==> src/rtl/pc_pkg.sv <==
// Shared types for the program-counter unit: next-PC source select and the
// single-operation command word of the return-address stack.
package pc_pkg;

    // Source of the next fetch PC, in decreasing priority after SEL_RESET
    typedef enum logic [2:0] {
        SEL_RESET,
        SEL_EXC,
        SEL_REDIR,
        SEL_HOLD,
        SEL_CALLRET,
        SEL_CALL,
        SEL_RET,
        SEL_SEQ
    } next_sel_e;

    // One operation per cycle on the return-address stack
    typedef enum logic [2:0] {
        NOP,
        PUSH,
        POP,
        REPLACE,
        CLEAR
    } ras_op_e;

endpackage

==> src/rtl/pc_ras.sv <==
// Circular return-address stack. ptr_q points at the next free slot, so the
// top of stack is ptr_q-1. A push on a full stack lands on the oldest entry
// because the pointer has wrapped onto it; the count saturates at DEPTH.
module pc_ras
    import pc_pkg::*;
#(
    parameter int unsigned W     = 32,
    parameter int unsigned DEPTH = 4
) (
    input  logic                         clk_i,
    input  logic                         rst_i,
    input  ras_op_e                      op_i,
    input  logic [W-1:0]                 wdata_i,
    output logic [W-1:0]                 top_o,
    output logic [$clog2(DEPTH+1)-1:0]   count_o,
    output logic                         empty_o,
    output logic                         full_o
);

    localparam int unsigned PTR_W = $clog2(DEPTH);
    localparam int unsigned CNT_W = $clog2(DEPTH + 1);
    localparam logic [CNT_W-1:0] CNT_MAX = CNT_W'(DEPTH);

    logic [PTR_W-1:0] ptr_q, ptr_d;
    logic [CNT_W-1:0] cnt_q, cnt_d;
    logic [W-1:0]     mem_q [DEPTH];
    logic [W-1:0]     mem_d [DEPTH];
    logic [PTR_W-1:0] top_ptr;

    // Top entry sits one below the write pointer (wraps modulo DEPTH)
    always_comb begin
        top_ptr = ptr_q - PTR_W'(1);
    end

    // Next-state of pointer, count and storage for the requested operation
    always_comb begin
        ptr_d = ptr_q;
        cnt_d = cnt_q;
        mem_d = mem_q;
        case (op_i)
            PUSH: begin
                mem_d[ptr_q] = wdata_i;
                ptr_d        = ptr_q + PTR_W'(1);
                if (cnt_q != CNT_MAX) begin
                    cnt_d = cnt_q + CNT_W'(1);
                end
            end
            POP: begin
                if (cnt_q != '0) begin
                    ptr_d = ptr_q - PTR_W'(1);
                    cnt_d = cnt_q - CNT_W'(1);
                end
            end
            REPLACE: begin
                if (cnt_q != '0) begin
                    mem_d[top_ptr] = wdata_i;
                end
            end
            CLEAR: begin
                ptr_d = '0;
                cnt_d = '0;
            end
            default: begin
                ptr_d = ptr_q;
            end
        endcase
    end

    // Pointer and count registers; contents are don't-care after reset
    always_ff @(posedge clk_i or negedge rst_i) begin
        if (!rst_i) begin
            ptr_q <= '0;
            cnt_q <= '0;
        end else begin
            ptr_q <= ptr_d;
            cnt_q <= cnt_d;
        end
    end

    // Stack storage, no reset needed
    always_ff @(posedge clk_i) begin
        mem_q <= mem_d;
    end

    // Status outputs decoded from the registered count
    always_comb begin
        top_o   = mem_q[top_ptr];
        count_o = cnt_q;
        empty_o = (cnt_q == '0);
        full_o  = (cnt_q == CNT_MAX);
    end

endmodule

==> src/rtl/pc_unit.sv <==
// Fetch program counter with fixed-priority next-PC selection and a small
// return-address stack used to predict return targets.
module pc_unit
    import pc_pkg::*;
#(
    parameter int unsigned    PC_W        = 32,
    parameter logic [PC_W-1:0] RESET_PC   = '0,
    parameter int unsigned    INSTR_BYTES = 4,
    parameter logic [PC_W-1:0] EXC_VECTOR = PC_W'(32'h0000_0080),
    parameter int unsigned    RAS_DEPTH   = 4
) (
    input  logic                               clk_i,
    input  logic                               rst_i,
    input  logic                               start_i,
    input  logic                               stall_i,
    input  logic                               pc_enable_i,
    input  logic                               exc_i,
    input  logic                               redirect_i,
    input  logic [PC_W-1:0]                    redirect_pc_i,
    input  logic                               call_i,
    input  logic                               ret_i,
    input  logic [PC_W-1:0]                    target_i,
    output logic [PC_W-1:0]                    pc_o,
    output logic [PC_W-1:0]                    pc_plus_o,
    output logic [$clog2(RAS_DEPTH+1)-1:0]     ras_count_o,
    output logic                               ras_empty_o,
    output logic                               ras_full_o,
    output logic                               ras_underflow_o
);

    logic [PC_W-1:0] pc_q, pc_d;
    logic            underflow_q, underflow_d;
    logic [PC_W-1:0] pc_plus;
    next_sel_e       sel;
    ras_op_e         ras_op;
    logic [PC_W-1:0] ras_top;
    logic            ras_empty;

    pc_ras #(
        .W     (PC_W),
        .DEPTH (RAS_DEPTH)
    ) u_ras (
        .clk_i   (clk_i),
        .rst_i   (rst_i),
        .op_i    (ras_op),
        .wdata_i (pc_plus),
        .top_o   (ras_top),
        .count_o (ras_count_o),
        .empty_o (ras_empty),
        .full_o  (ras_full_o)
    );

    // Sequential successor, modulo 2^PC_W
    always_comb begin
        pc_plus = pc_q + PC_W'(INSTR_BYTES);
    end

    // Priority decoder: start low beats everything, then exc, redirect, holds
    always_comb begin
        sel = SEL_SEQ;
        if (!start_i) begin
            sel = SEL_RESET;
        end else if (exc_i) begin
            sel = SEL_EXC;
        end else if (redirect_i) begin
            sel = SEL_REDIR;
        end else if (stall_i || !pc_enable_i) begin
            sel = SEL_HOLD;
        end else if (call_i && ret_i) begin
            sel = SEL_CALLRET;
        end else if (call_i) begin
            sel = SEL_CALL;
        end else if (ret_i) begin
            sel = SEL_RET;
        end
    end

    // Next PC, RAS operation and underflow flag for the selected source
    always_comb begin
        pc_d        = pc_q;
        ras_op      = NOP;
        underflow_d = 1'b0;
        case (sel)
            SEL_RESET: begin
                pc_d   = RESET_PC;
                ras_op = CLEAR;
            end
            SEL_EXC: begin
                pc_d   = EXC_VECTOR;
                ras_op = CLEAR;
            end
            SEL_REDIR: begin
                pc_d = redirect_pc_i;
            end
            SEL_HOLD: begin
                pc_d = pc_q;
            end
            SEL_CALLRET: begin
                // Return to the predicted target while the call's own link
                // replaces it; with nothing to return to, behave as a push.
                if (!ras_empty) begin
                    pc_d   = ras_top;
                    ras_op = REPLACE;
                end else begin
                    pc_d        = pc_plus;
                    ras_op      = PUSH;
                    underflow_d = 1'b1;
                end
            end
            SEL_CALL: begin
                pc_d   = target_i;
                ras_op = PUSH;
            end
            SEL_RET: begin
                if (!ras_empty) begin
                    pc_d   = ras_top;
                    ras_op = POP;
                end else begin
                    pc_d        = pc_plus;
                    underflow_d = 1'b1;
                end
            end
            default: begin
                pc_d = pc_plus;
            end
        endcase
    end

    // PC and underflow-pulse registers
    always_ff @(posedge clk_i or negedge rst_i) begin
        if (!rst_i) begin
            pc_q        <= RESET_PC;
            underflow_q <= 1'b0;
        end else begin
            pc_q        <= pc_d;
            underflow_q <= underflow_d;
        end
    end

    // Output drive
    always_comb begin
        pc_o            = pc_q;
        pc_plus_o       = pc_plus;
        ras_empty_o     = ras_empty;
        ras_underflow_o = underflow_q;
    end

endmodule

==> config.mk <==
export PLATFORM = sky130hd
export DESIGN_NAME = pc_unit
export DESIGN_NICKNAME = d
export VERILOG_FILES = /design/src/rtl/pc_pkg.sv /design/src/rtl/pc_ras.sv /design/src/rtl/pc_unit.sv
export SDC_FILE = /design/constraint.sdc
export NUM_CORES = 1
export LEC_CHECK = 0
export CORE_MARGIN = 8
export CORE_UTILIZATION = 45
export CTS_BUF_LIST = sky130_fd_sc_hd__clkbuf_8
export CTS_CLUSTER_SIZE = 40
export DETAILED_ROUTE_END_ITERATION = 8
export GPL_TIMING_DRIVEN = 0
export PLACE_DENSITY_LB_ADDON = 0.3
export RECOVER_POWER = 25
export SYNTH_ARGS = -nofsm -noshare
export SYNTH_HDL_FRONTEND = slang
export SYNTH_SLANG_ARGS = --single-unit
==> constraint.sdc <==
create_clock -name clk_i -period 3.9 [get_ports clk_i]
set_input_delay 0.585 -clock clk_i [delete_from_list [all_inputs] [get_ports clk_i]]
set_output_delay 0.585 -clock clk_i [all_outputs]
set_load 0.1 [all_outputs]
==> results.ini, run 1 <==
[status]
status=finished, violations left
violations=capacitance limit, slew limit

[worst_setup_path]
path_cells=clkbuf_1 -> and3_1 -> nand4_1 -> or3_1 -> and2_1 -> inv_1 -> dlygate4sd2_1
worst_r2r_endpoint=pc_o[0]
start_kind=flip-flop
worstPathMaxFanout=9
r2r_slack_ps=210
crit_slowest_cell=dlygate4sd2_1
worstRegToRegCells=11
timing.rr.start=u_ras.ptr_q[0]
arrival_ps=3170
worstSetupEndpointType=output port
critical_path_class=reg -> out
cp_data_required_time_ps=3310
cpPeakStageDelay_ps=850

[sta]
timing.fmax_mhz=267
skew_ps=10.7
postLayoutSetupSlackWorst_ps=150
min_period_over_period=0.962
setup_tns_ps=0
tightest_slew_ps=2200
rsz0062_at_grt=no
min_period_ps=3750
setup_violations=0
slew_headroom=-0.467
slew_viol_final=34
hold_viol_final=0

[synth]
synth_area_mm2=0.00863
yosys.area.top_type=edfxtp_1
synth_cell_types=62
synth_area_leaders=edfxtp_1 45%, dfrtp_1 11%, mux4_2 8.4%, nor2_1 6.7%, a22oi_1 2.3%
synth_fp_nets=830
ys_seq_area_frac=0.556
synth-main-ff-cell=edfxtp_1
synth_common_cells=153 x nor2_1, 128 x edfxtp_1, 42 x inv_1
syn_inst=751
syn_avg_cell_area_um2=11.5
ys_warn_count=0
synth-seq-cells=166
synth.top_cell.area_share=0.445
yosysMostFrequentCell=nor2_1
async_reset_ff_frac=0.229
synth-edff-count=128

[clock_network]
cts_tree=done
path_clk_slew_ps=100
cts_max_level=4
cts_inserted_buffers=17
clk_latency_ps=470
cts_sinks=166
cts_root_buf=clkbuf_8
clk_path_buf_depth=2

[floorplan]
start_util=0.460
dieHeight_um=154
dieArea_mm2=0.0239
fp.coreArea_mm2=0.0188
ios=143
die_w_um=154
core.rowCount=50

[placement]
pre_cts_slack_ps=-468
hpwl_um=20100
place.gp.congestion=0.867
port_buffers=141
place_inst=1131

[final_layout]
drive_above_1_share=0.134
area_growth_pct=26.3
diodes=0
nets=996
final_cells=1164
multi_input_area_mm2=0.00352
fillers=1615
register_area_mm2=0.00479

[pwr]
combPwrFrac=0.175
switching_share=0.307
powerDensity_mw_per_mm2=363
ir_worst_vdd_mv=0.234
clock_power_share=0.332
seqPwrFrac=0.493
finalPower_w=0.00395
p_sw_w=0.00121
p_leak_nw=4.17
p_int_w=0.00274

[global_route]
gr-usage-all-layers=0.238
grt_max_degree=34
grt_pass1_vias=7324
grt_pass1_wl_um=42700
antenna_found_initial=0
grt_remaining_overflow=0

[detailed_routing]
drtAntennaViolNets=0
drc=0
vias=7028
drt_iter0_drc=694
wl_per_cell_um=24.2
vias_per_cell=6.04
routed_wl_um=28200
drt_first_pass_iters=6

[hold_path]
holdCritPathClass=in -> async

[job]
cap_violations=1

how the worst max path moves through the flow:
stage / startpoint / endpoint / cells after the start
after floorplan: u_ras.count_o[2] / u_ras.mem_q[32] / 5
after detailed placement: u_ras.ptr_q[0] / pc_o[27] / 13
after global placement: redirect_i / u_ras.mem_q[19] / 7
final: pc_o[11] / pc_plus_o[15] / 7
after global routing: pc_o[2] / pc_plus_o[11] / 6
after CTS: pc_o[3] / pc_plus_o[16] / 7
cell usage in the layout (no fill, tap or decap), drive strengths merged, types with 17 or more instances in the layout:
master         count
nor2             154
edfxtp           128
clkdlybuf4s50     76
clkbuf            51
inv               45
dlygate4sd3       43
dfrtp             38
buf               33
mux4              32
nor2b             30
a22oi             26
a21oi             23
nand2             20
o21ai             19
o22ai             17
what timing repair did:
action                     CTS  global route
pin swaps                    0             1
buffers inserted             0             1
hold buffers                 1             0
resized for setup           50            28
setup endpoints to repair   35            22
hold endpoints to repair     5             0
layer usage:
metal	vias to the layer above	part of all wire	GRT usage
li1	3109	-	-
met4	0	0.019	0.0863
met2	417	0.47	0.387
met1	3454	0.40	0.304
met3	48	0.10	0.0596
met5	-	0	0
worst max-delay path, delay by kind of cell (launching register included):
| family | cells | cell delay (ps) |
|---|---|---|
| buffers and inverters | 3 | 1300 |
| and+or+nand+nor | 4 | 1010 |
| DFF | 1 | 380 |
power groups by stage:
stage	sequential (W)	clock [W]	combinational [W]
5_1_grt	0.00195	0.00138	0.000720
4_1_cts	0.00195	0.00131	0.000705
2_1_floorplan	0.00212	0	0.000318
3_3_place_gp	0.00199	0	0.000700
3_5_place_dp	0.00199	0	0.000706
6_report	0.00195	0.00131	0.000693
registers in the layout, summed over array words and instances (netlist names):
signal	cells
u_ras.mem_q	128
pc_o	32
u_ras.count_o	3
u_ras.ptr_q	2
ras_underflow_o	1
logic make-up after synthesis:
family	synth area share
DFF	0.556
and+or+nand+nor	0.157
AOI/OAI and AO/OA	0.115
buffers and inverters	0.0451
muxes	0.0905
xor gates and xnor gates	0.0274
adders and majority gates	0.00957
area by class of cell:
class,count,share of cell area
Buffer,50,0.0213
Inverter,42,0.0145
Clock inverter,15,0.0162
Clock buffer,17,0.0215
Timing Repair Buffer,148,0.137
Multi-Input combinational cell,492,0.323
Tap cell,234,0.0269
Sequential cell,166,0.440
metrics by stage:
step / hold slack (ps) / cell area, µm² / util
5_1_grt: 543 / 10900 / 0.581
6_report: 523 / 10900 / 0.581
4_1_cts: 470 / 10900 / 0.581
3_5_place_dp: 430 / 10500 / 0.559
2_1_floorplan: 289 / 8630 / -
3_3_place_gp: 591 / 10300 / 0.551
No activity file was read; power rests on OpenSTA's default activity.
==> inputs of run 2 (changes only) <==
PLACE_DENSITY = 0.78   (was default)
PLACE_DENSITY_LB_ADDON = default   (was 0.3)
==> results.ini, run 2 (same netlist as run 1, synthesis figures left out) <==
[detailed_routing]
drt_iter0_drc=921  ; +33%
drt_first_pass_iters=6  ; unchanged
vias_per_cell=6.19  ; +2.5%
drtAntennaViolNets=0  ; unchanged
vias=7211  ; +2.6%
wl_per_cell_um=24.1  ; -0.18%
routed_wl_um=28100  ; about the same
drc=0  ; unchanged

[hold_path]
hold_start=pc_o[31]
holdCritPathClass=reg -> reg
hold_path_end=pc_o[31]
holdPathStages=1

[placement]
place.gp.congestion=0.875  ; +0.89%
hpwl_um=20300  ; +0.95%
port_buffers=141  ; unchanged
place_inst=1132  ; +0.088%
pre_cts_slack_ps=-228  ; +240 ps

[worst_setup_path]
arrival_ps=3220  ; +50 ps
path_cells=nand4_1 -> or4_4 -> nor4_4 -> xnor2_1 -> inv_1 -> clkdlybuf4s15_2
start_kind=flip-flop
cp_data_required_time_ps=3310  ; about the same
worstRegToRegCells=10  ; -1
worstPathMaxFanout=7  ; -2
cpPeakStageDelay_ps=670  ; -180 ps
timing.rr.start=u_ras.ptr_q[0]
r2r_slack_ps=320  ; +110 ps
worst_r2r_endpoint=pc_o[24]
critical_path_class=reg -> out
worstSetupEndpointType=output port
crit_slowest_cell=or4_4

[final_layout]
final_cells=1165  ; +0.086%
nets=997  ; +0.10%
diodes=0  ; unchanged
area_growth_pct=26.5
fillers=1562  ; -3.3%
top_register=u_ras.mem_q
layout_common_cells=150 x nor2_1, 128 x edfxtp_1, 88 x clkdlybuf4s50_1, 45 x inv_1, 38 x dfrtp_1
drive_above_1_share=0.133  ; -0.00122
largest_reg_flops=128  ; unchanged
fin_util=0.582  ; +0.00100
layout_commonest_cell=nor2_1

[sta]
postLayoutSetupSlackWorst_ps=91.2  ; -58.6 ps
slew_viol_final=30  ; -12%
rsz0062_at_grt=yes
hold_viol_final=0  ; unchanged
fin_hold_ws_ps=585  ; +62.0 ps
slew_headroom=-0.310  ; +0.157
tightest_slew_ps=1970  ; -235 ps
timing.fmax_mhz=263  ; -1.5%
skew_ps=12.7  ; +1.93 ps
min_period_ps=3810  ; +58.6 ps
setup_violations=0  ; unchanged
min_period_over_period=0.977  ; +0.0150
setup_tns_ps=0  ; unchanged

[floorplan]
dieArea_mm2=0.0239  ; unchanged
start_util=0.460  ; unchanged
fp.coreArea_mm2=0.0188  ; unchanged
ios=143  ; unchanged
dieHeight_um=154  ; unchanged
core.rowCount=50  ; unchanged
die_w_um=154  ; unchanged

[status]
status=finished, violations left
violations=capacitance limit, slew limit

[clock_network]
clk_latency_ps=470  ; about the same
cts_max_level=4  ; unchanged
clk_path_buf_depth=2  ; unchanged
cts_tree=done
cts_inserted_buffers=17  ; unchanged
cts_sinks=166  ; unchanged
cts_root_buf=clkbuf_8
path_clk_slew_ps=90  ; about the same

[pwr]
ir_worst_vdd_mv=0.209  ; -11%
p_leak_nw=4.14  ; -0.71%
powerDensity_mw_per_mm2=355  ; -2.0%

[global_route]
grt_remaining_overflow=0  ; unchanged
antenna_found_initial=1  ; +1
grt_max_degree=30  ; -12%
grt_pass1_vias=7261  ; -0.86%
grt_pass1_wl_um=41600  ; -2.4%
gr-usage-all-layers=0.232  ; -0.00559

[job]
cap_violations=1  ; unchanged

-- run 2: worst max-delay path: cells and delay by family (launching register included) --
| kind | cells | cell delay [ps] |
|---|---|---|
| xor+xnor | 1 | 260 |
| buf+inv | 2 | 660 |
| flops | 1 | 500 |
| simple gates | 3 | 1330 |
-- run 2: how the worst max path moves through the flow --
| stage | from | end | slack (ps) | depth (start not counted) |
|---|---|---|---|---|
| floorplan | u_ras.count_o[2] | u_ras.mem_q[32] | 200 | 5 |
| global placement | redirect_i | u_ras.mem_q[49] | -1680 | 7 |
| detailed placement | u_ras.ptr_q[0] | pc_o[27] | -230 | 13 |
| CTS | pc_o[16] | pc_plus_o[31] | 4 | 6 |
| global route | pc_o[8] | pc_plus_o[26] | -40 | 6 |
| finish | pc_o[8] | pc_plus_o[26] | 90 | 6 |
-- run 2: per-stage QoR --
stage / power [W] / area [µm²]
after floorplan: 0.00244 / 8630
after global placement: 0.00269 / 10300
after detailed placement: 0.00270 / 10500
after CTS: 0.00388 / 10900
after global routing: 0.00399 / 10900
final: 0.00388 / 10900
-- run 2: layer usage --
| layer | vias to the layer above | part of all wire | GRT usage |
|---|---|---|---|
| li1 | 3109 | - | - |
| met1 | 3529 | 0.37 | 0.275 |
| met2 | 482 | 0.49 | 0.389 |
| met3 | 89 | 0.10 | 0.0621 |
| met4 | 2 | 0.041 | 0.111 |
| met5 | - | 0.00046 | 0 |
-- run 2: what timing repair did --
item,4_1_cts,5_1_grt
pin swaps,0,1
gates resized for setup,52,17
setup endpoints to repair,25,32
buffers inserted,0,1
endpoints found under the hold margin,9,0
cloned,0,0
hold buffers,1,0
-- run 2: area by class of cell --
| type | instances | area, µm² | area share |
|---|---|---|---|
| flip-flops and latches | 166 | 4790 | 0.439 |
| multi-input cells | 492 | 3540 | 0.324 |
| repair buffers | 149 | 1520 | 0.140 |
| well taps | 234 | 293 | 0.0268 |
| clock buffers | 17 | 234 | 0.0214 |
| plain buffers | 50 | 233 | 0.0213 |
| inverters | 42 | 158 | 0.0144 |
| clock inverters | 15 | 146 | 0.0134 |
-- run 2: where the power goes --
group / internal [W] / leakage (nW) / total (W) / switching (W)
logic: 0.000197 / 2.18 / 0.000702 / 0.000504
clock network: 0.000613 / 0.201 / 0.00123 / 0.000618
registers: 0.00191 / 1.77 / 0.00195 / 0.0000374
